==> src/rtl/if_id_queue.sv <==
// Fetch-to-decode instruction queue: circular buffer of {pc, instr} entries with flush.
// Define IF_ID_QUEUE_BYPASS_EN to let an empty queue forward the fetch entry to decode combinationally.
module if_id_queue #(
    parameter int DEPTH = 4,
    parameter int CNT_W = $clog2(DEPTH + 1)
) (
    input  logic             clk,
    input  logic             rst,
    input  logic [31:0]      i_if_instr,
    input  logic [63:0]      i_if_pc,
    input  logic             i_if_valid_instr,
    output logic             o_if_ready,
    input  logic             i_flush,
    input  logic             i_id_ready,
    output logic [31:0]      o_id_instr,
    output logic [63:0]      o_id_pc,
    output logic             o_id_valid,
    output logic [CNT_W-1:0] o_count,
    output logic             o_full,
    output logic             o_empty
);
    localparam int PTR_W = $clog2(DEPTH);
    localparam int ENT_W = 96;
`ifdef IF_ID_QUEUE_BYPASS_EN
    localparam bit BYPASS_EN = 1'b1;
`else
    localparam bit BYPASS_EN = 1'b0;
`endif

    logic [ENT_W-1:0] mem_q [DEPTH];
    logic [PTR_W-1:0] wr_ptr_q, wr_ptr_d, rd_ptr_q, rd_ptr_d;
    logic [CNT_W-1:0] count_q, count_d;
    logic             push, pop, bypass, st_push, st_pop;
    logic [ENT_W-1:0] head;

    always_comb begin
        o_full     = (count_q == CNT_W'(DEPTH));
        o_empty    = (count_q == '0);
        o_count    = count_q;
        // Ready depends on registered state only, so a pop while full cannot admit a push.
        o_if_ready = ~o_full;

        bypass     = BYPASS_EN & o_empty & i_if_valid_instr & ~i_flush;
        o_id_valid = (~o_empty & ~i_flush) | bypass;
        head       = bypass ? {i_if_pc, i_if_instr} : mem_q[rd_ptr_q];
        o_id_instr = o_id_valid ? head[31:0]  : '0;
        o_id_pc    = o_id_valid ? head[95:32] : '0;

        push    = i_if_valid_instr & o_if_ready & ~i_flush;
        pop     = o_id_valid & i_id_ready;
        // A bypassed entry consumed in the same cycle never touches storage.
        st_push = push & ~(bypass & i_id_ready);
        st_pop  = pop & ~bypass;

        wr_ptr_d = wr_ptr_q;
        rd_ptr_d = rd_ptr_q;
        count_d  = count_q;
        if (i_flush) begin
            wr_ptr_d = '0;
            rd_ptr_d = '0;
            count_d  = '0;
        end else begin
            if (st_push) wr_ptr_d = wr_ptr_q + 1'b1;
            if (st_pop)  rd_ptr_d = rd_ptr_q + 1'b1;
            case ({st_push, st_pop})
                2'b10:   count_d = count_q + 1'b1;
                2'b01:   count_d = count_q - 1'b1;
                default: count_d = count_q;
            endcase
        end
    end

    always_ff @(posedge clk) begin
        if (rst) begin
            wr_ptr_q <= '0;
            rd_ptr_q <= '0;
            count_q  <= '0;
        end else begin
            wr_ptr_q <= wr_ptr_d;
            rd_ptr_q <= rd_ptr_d;
            count_q  <= count_d;
        end
    end

    // Storage is intentionally not reset; output muxes hide stale contents.
    always_ff @(posedge clk) begin
        if (st_push) mem_q[wr_ptr_q] <= {i_if_pc, i_if_instr};
    end

endmodule
==> config.mk <==
export PLATFORM = sky130hd
export DESIGN_NAME = if_id_queue
export DESIGN_NICKNAME = d
export VERILOG_FILES = /design/src/rtl/if_id_queue.sv
export SDC_FILE = /design/constraint.sdc
export NUM_CORES = 1
export LEC_CHECK = 0
export BUFFER_PORTS_ARGS = -buffer_cell sky130_fd_sc_hd__buf_2
export CORE_MARGIN = 10
export CORE_UTILIZATION = 29
export CTS_BUF_LIST = sky130_fd_sc_hd__clkbuf_2 sky130_fd_sc_hd__clkbuf_4 sky130_fd_sc_hd__clkbuf_8
export CTS_CLUSTER_DIAMETER = 100
export CTS_CLUSTER_SIZE = 8
export DETAILED_ROUTE_END_ITERATION = 7
export PLACE_DENSITY_LB_ADDON = 0.2
export SLEW_MARGIN = 15
export SYNTH_ARGS = -nofsm -noshare
export SYNTH_HDL_FRONTEND = slang
export SYNTH_SLANG_ARGS = --single-unit
==> constraint.sdc <==
create_clock -name clk -period 10.04 [get_ports clk]
set_clock_uncertainty 0.05 [all_clocks]
set_input_delay 1.004 -clock clk [delete_from_list [all_inputs] [get_ports clk]]
set_output_delay 1.004 -clock clk [all_outputs]
set_load 0.005 [all_outputs]
==> impl_metrics.yaml, run 1 <==
floorplanning:
  fp.dieArea_sq_mm: 0.0612
  start_util_pct: 29.3
  io_pins: 204
  rows: 83
  die_h_um: 247
  die_x_um: 247
  core_area_sq_mm: 0.0512
synthesis:
  synth_area_leader_cell: "edfxtp_1"
  syn_avg_cell_area_sq_um: 22.5
  ys_ff_latch: 393
  synth_nets: 773
  syn_area_sq_mm: 0.0150
  synthTopCellsByArea: "edfxtp_1 77%, mux4_2 14%, and2_1 4.2%"
  yosysSeqAreaShare_pct: 78.1
  netlist.area_leader.share_pct: 76.9
  yosysWarnings: 0
  netlist_instances: 666
  synth.distinct_cells: 24
detailed_routing:
  drt-total-wl_um: 33800
  wire_per_inst_um: 21.2
  ant_nets: 0
  drcViolationCount: 0
  firstDrtPassIters: 4
  routed_via_density: 4.46
  vias: 7117
  drt_iter0_drc: 317
worst_setup_path:
  worstPathBufferInverterCount: 2
  critPathMaxStageDelay_ns: 0.86
  path_class: "flip-flop to output pin"
  critPathTopFamily: "buffers and inverters"
  critPathRequiredTime_ns: 8.99
  critPathCaptureType: "output pin"
  regToRegEndpoint: "mem_q[0][22]"
  regToRegStartpoint: "o_count[0]"
  crit_fanout: 51
  crit_slowest_cell: "dfxtp_4"
  path_cells: "buf_4 > mux4_2 > and2_1 > buf_2"
  crit_arrival_ns: 3.07
  critPathLaunchType: "flip-flop"
  reg2reg_slack_ns: 6.79
  cp_num_cells: 4
  critPathCapture: "o_id_instr[28]"
  rr_worst_depth: 5
placed_design:
  dpl_worst_slack_ns: 6.21
  dp_hpwl_um: 20000
  routabilityCongestion: 0.666
  dp_cells: 1526
  io_buffers: 203
  dpl_cell_area_sq_mm: 0.0168
clock_tree:
  post_cts_buffers: 0
  cts_max_path_buffers: 3
  clk_latency_ns: 0.61
  htreeDepth: 2
  cts_hold_buffers: 0
  clk_pin_slew_ns: 0.06
  cts-buffers-inserted: 55
  cts_resized: 0
  cts_tree: "done"
  clock_sinks: 393
  cts_root_buf: "clkbuf_8"
power:
  peakVddDrop_uv: 83.3
  leakage_nw: 5.92
  powerDensity_mw_per_mm2: 172
final_layout:
  fin_nets: 1010
  area_delta_synth_final_pct: 17.6
  drive_gt1_share_pct: 42.3
  finalInstanceArea_sq_mm: 0.0176
  instances_no_fill: 1595
timing:
  slew_headroom_pct: 29.1
  fmax_mhz: 242
  drv_slew: 0
  tightest_slew_ns: 1.06
  min_period_ns: 4.12
  finalSetupViolations: 0
  tns_ns: 0
  final_hold_viol_count: 0
  finalCritPeriodShare_pct: 41.1
  rsz0062_at_grt: "no"
  layout_setup_ws_ns: 5.92
global_route:
  grt_pass1_wl_um: 50900
  grt_max_degree: 64
  grt_overflow: 0
  grt_pass1_vias: 7969
  antenna_found_initial: 6
  gr-usage-all-layers_pct: 11.0
worst_hold_path:
  holdCritPathClass: "flip-flop to flip-flop"
flow_run:
  drv_cap: 0
status:
  status: "complete, no violations"
-- final cells by class --
type | count | area [sq um]
diodes | 1 | 2.50
clock buffers | 67 | 860
clock inverters | 1 | 8.76
fillers | 4866 | 33600
inverters | 8 | 30.0
multi-input cells | 232 | 3060
flip-flops and latches | 393 | 11700
well taps | 680 | 851
repair buffers | 213 | 1090
-- state kept, by name, indices dropped and copies added (netlist names), named ones only --
register  count
mem_q       384
o_count       3
rd_ptr_q      2
wr_ptr_q      2
-- stage by stage --
| step | power, mW | hold WS (ns) | utilization (%) |
|---|---|---|---|
| 2_1_floorplan | 1.91 | 0.409 | - |
| 3_3_place_gp | 1.97 | 0.422 | 32.7 |
| 3_5_place_dp | 1.97 | 0.429 | 32.7 |
| 4_1_cts | 3.09 | 0.440 | 34.4 |
| 5_1_grt | 3.16 | 0.460 | 34.4 |
| 6_report | 3.02 | 0.438 | 34.4 |
-- cell families (layout without fill, tap and decap cells) --
logic type	after synthesis	count (layout)	share of synthesized area, %
simple gates	116	116	4.88
compound gates	12	12	0.401
fa+ha+maj	6	6	0.551
buf+inv	41	289	1.48
mux	96	96	14.4
other cells	0	1	0
xor+xnor	2	2	0.117
flops	393	393	78.1
-- synth_stat cells (all sizes together) --
cell / n
a21oi: 7
and2: 100
buf: 17
clkbuf: 16
dfxtp: 9
edfxtp: 384
fa: 1
ha: 5
inv: 8
mux4: 96
nand2b: 1
nand3: 2
nand3b: 1
nor2: 5
nor3: 2
o21ai: 5
or2: 1
or3: 3
or3b: 1
xor2: 2
-- cells in the final DEF, fill, tap and decap left out, types with 7 or more instances in the layout --
cell	netlist	final
a21oi_1	7	7
and2_1	100	96
buf_2	11	203
buf_4	0	10
clkbuf_4	0	10
clkbuf_8	0	57
dfxtp_1	9	7
edfxtp_1	384	384
inv_1	8	8
mux4_2	96	96
-- tightest hold or removal path, cell delays in order, from the launching register on --
cell and delay (ns):
dfxtp_1 0.30, o21ai_0 0.06, a21oi_1 0.08
-- how the worst min path moves through the flow --
stage	startpoint	end	slack [ns]	cells after the start
2_1_floorplan	rd_ptr_q[1]	flip-flop	0.41	2
3_3_place_gp	rd_ptr_q[1]	flip-flop	0.42	2
3_5_place_dp	rd_ptr_q[1]	flip-flop	0.43	2
4_1_cts	rd_ptr_q[1]	flip-flop	0.44	2
5_1_grt	rd_ptr_q[1]	flip-flop	0.46	2
6_report	rd_ptr_q[1]	flip-flop	0.44	2
-- power breakdown --
group / switching (mW) / total [mW] / internal (mW)
combinational: 0.0579 / 0.101 / 0.0434
sequential: 0.00581 / 1.83 / 1.83
clock: 0.546 / 1.09 / 0.543
-- layer usage --
| layer | up-vias | GRT usage, % | wire length, um | part of all wire, % |
|---|---|---|---|---|
| met1 | 3719 | 14.6 | 14900 | 44 |
| met3 | 47 | 3.49 | 2180 | 6.5 |
| met4 | 6 | 2.87 | 519 | 1.5 |
| li1 | 3148 | - | - | - |
| met2 | 197 | 17.3 | 16100 | 48 |
| met5 | - | 0 | 39 | 0.12 |
No activity file was read; power rests on OpenSTA's default activity.
==> inputs of run 2 (changes only) <==
==> constraint.sdc (replaced) <==
create_clock -name clk -period 4.3 [get_ports clk]
set_clock_uncertainty 0.05 [all_clocks]
set_input_delay 0.43 -clock clk [delete_from_list [all_inputs] [get_ports clk]]
set_output_delay 0.43 -clock clk [all_outputs]
set_load 0.005 [all_outputs]
==> impl_metrics.yaml, run 2 (synthesis gave the netlist of run 1 again) <==
clock_tree:
  cts-buffers-inserted: 55
  htreeDepth: 2
  cts_tree: "done"
  clk_latency_ns: 0.62
  cts_max_path_buffers: 3
  clk_pin_slew_ns: 0.07
  cts_root_buf: "clkbuf_8"
  clock_sinks: 393
worst_setup_path:
  crit_arrival_ns: 2.76
  critPathCaptureType: "output pin"
  reg2reg_slack_ns: 1.62
  critPathRequiredTime_ns: 3.82
  critPathLaunchType: "flip-flop"
  path_class: "flip-flop to output pin"
  crit_fanout: 30
final_layout:
  largest_reg_flops: 384
  largest-register: "mem_q"
  area_delta_synth_final_pct: 24.9
  instances_no_fill: 1700
  layout_common_cells: "384 x edfxtp_1, 203 x buf_2, 97 x dlygate4sd3_1, 96 x mux4_2, 96 x and2_1"
  layout.cells.most_common: "edfxtp_1"
  fin_nets: 1113
  drive_gt1_share_pct: 38.6
power:
  p_int_mw: 5.67
  power.switching_mw: 1.50
  seq_power_share_pct: 59.7
  clockPowerShare_pct: 35.8
  switching_share_pct: 20.9
  leakage_nw: 6.37
  powerDensity_mw_per_mm2: 383
  peakVddDrop_uv: 174
  power.total_mw: 7.17
  share_comb_of_total_power_pct: 4.5
placed_design:
  routabilityCongestion: 0.708
  io_buffers: 203
  dp_cells: 1532
  dp_hpwl_um: 22000
timing:
  fmax_mhz: 308
  min_period_ns: 3.24
  drv_slew: 0
  final_hold_viol_count: 0
  slew_headroom_pct: 41.1
  rsz0062_at_grt: "no"
  tightest_slew_ns: 0.883
  finalCritPeriodShare_pct: 75.5
  tns_ns: 0
  finalSetupViolations: 0
floorplanning:
  io_pins: 204
  fp.dieArea_sq_mm: 0.0612
  start_util_pct: 29.3
  core_area_sq_mm: 0.0512
  die_h_um: 247
  die_x_um: 247
  rows: 83
status:
  status: "complete, no violations"
global_route:
  grt_overflow: 0
  grt_pass1_wl_um: 55700
  gr-usage-all-layers_pct: 12.0
  grt_pass1_vias: 8658
  antenna_found_initial: 4
  grt_max_degree: 90
detailed_routing:
  firstDrtPassIters: 4
  ant_nets: 0
  drt-total-wl_um: 36300
  routed_via_density: 4.44
  wire_per_inst_um: 21.4
  vias: 7555
  drt_iter0_drc: 480
  drcViolationCount: 0
worst_hold_path:
  holdCritPathClass: "input port to flip-flop"
flow_run:
  drv_cap: 0
## run 2: cell types whose count changed in the layout (fill, tap and decap cells not counted), moves of 2 or more
cell           delta
dlygate4sd3_1    +97
buf_12            +7
clkbuf_8          -2
diode_2           +2
## run 2: area by class of cell
type,instances,area (sq um)
Antenna cell,3,7.51
Clock buffer,65,832
Clock inverter,3,27.5
Fill cell,4751,32500
Inverter,8,30.0
Multi-Input combinational cell,232,3060
Sequential cell,393,11700
Tap cell,680,851
Timing Repair Buffer,316,2190
## run 2: power by group through the flow
stage	Clock (mW)	Sequential, mW	Combinational [mW]
floorplan	0	4.37	0.100
global placement	0	4.36	0.253
detailed placement	0	4.36	0.253
CTS	2.71	4.28	0.328
global route	2.88	4.28	0.354
finish	2.57	4.28	0.320
## run 2: path summary, 6_finish.rpt
kind         cells past startpoint        endpoint   startpoint
max                              4  o_id_instr[26]    flip-flop
min                              3     rd_ptr_q[0]          rst
max reg2reg                      5    mem_q[1][92]   o_count[0]
min reg2reg                      2       flip-flop  rd_ptr_q[1]
## run 2: what timing repair did
item,in CTS,in global routing
endpoints found under the hold margin,386,0
gates resized for setup,0,0
buffers inserted,0,0
hold buffers,97,0
## run 2: per-stage QoR
step | hold WS (ns) | worst slack, ns | utilization, % | area, sq um
after global placement | 0.439 | 1.57 | 33.0 | 16900
after floorplan | 0.409 | 0.542 | - | 15000
final | 0.121 | 1.06 | 36.6 | 18700
after global routing | 0.0712 | 0.774 | 36.6 | 18700
after CTS | 0.0346 | 0.878 | 36.6 | 18700
after detailed placement | 0.426 | 1.55 | 33.0 | 16900
## run 2: critical path, cell delays in order, from the launching register on
cell and delay [ns]:
dfxtp_4 0.78, buf_4 0.42, mux4_2 0.54, and2_1 0.22, buf_2 0.15
## run 2: layer usage
| metal | routed length, um | track usage, % | vias to the layer above |
|---|---|---|---|
| li1 | - | - | 3362 |
| met1 | 16500 | 16.3 | 3961 |
| met2 | 17000 | 18.5 | 189 |
| met3 | 2220 | 3.46 | 41 |
| met4 | 529 | 2.96 | 2 |
| met5 | 11 | 0 | - |
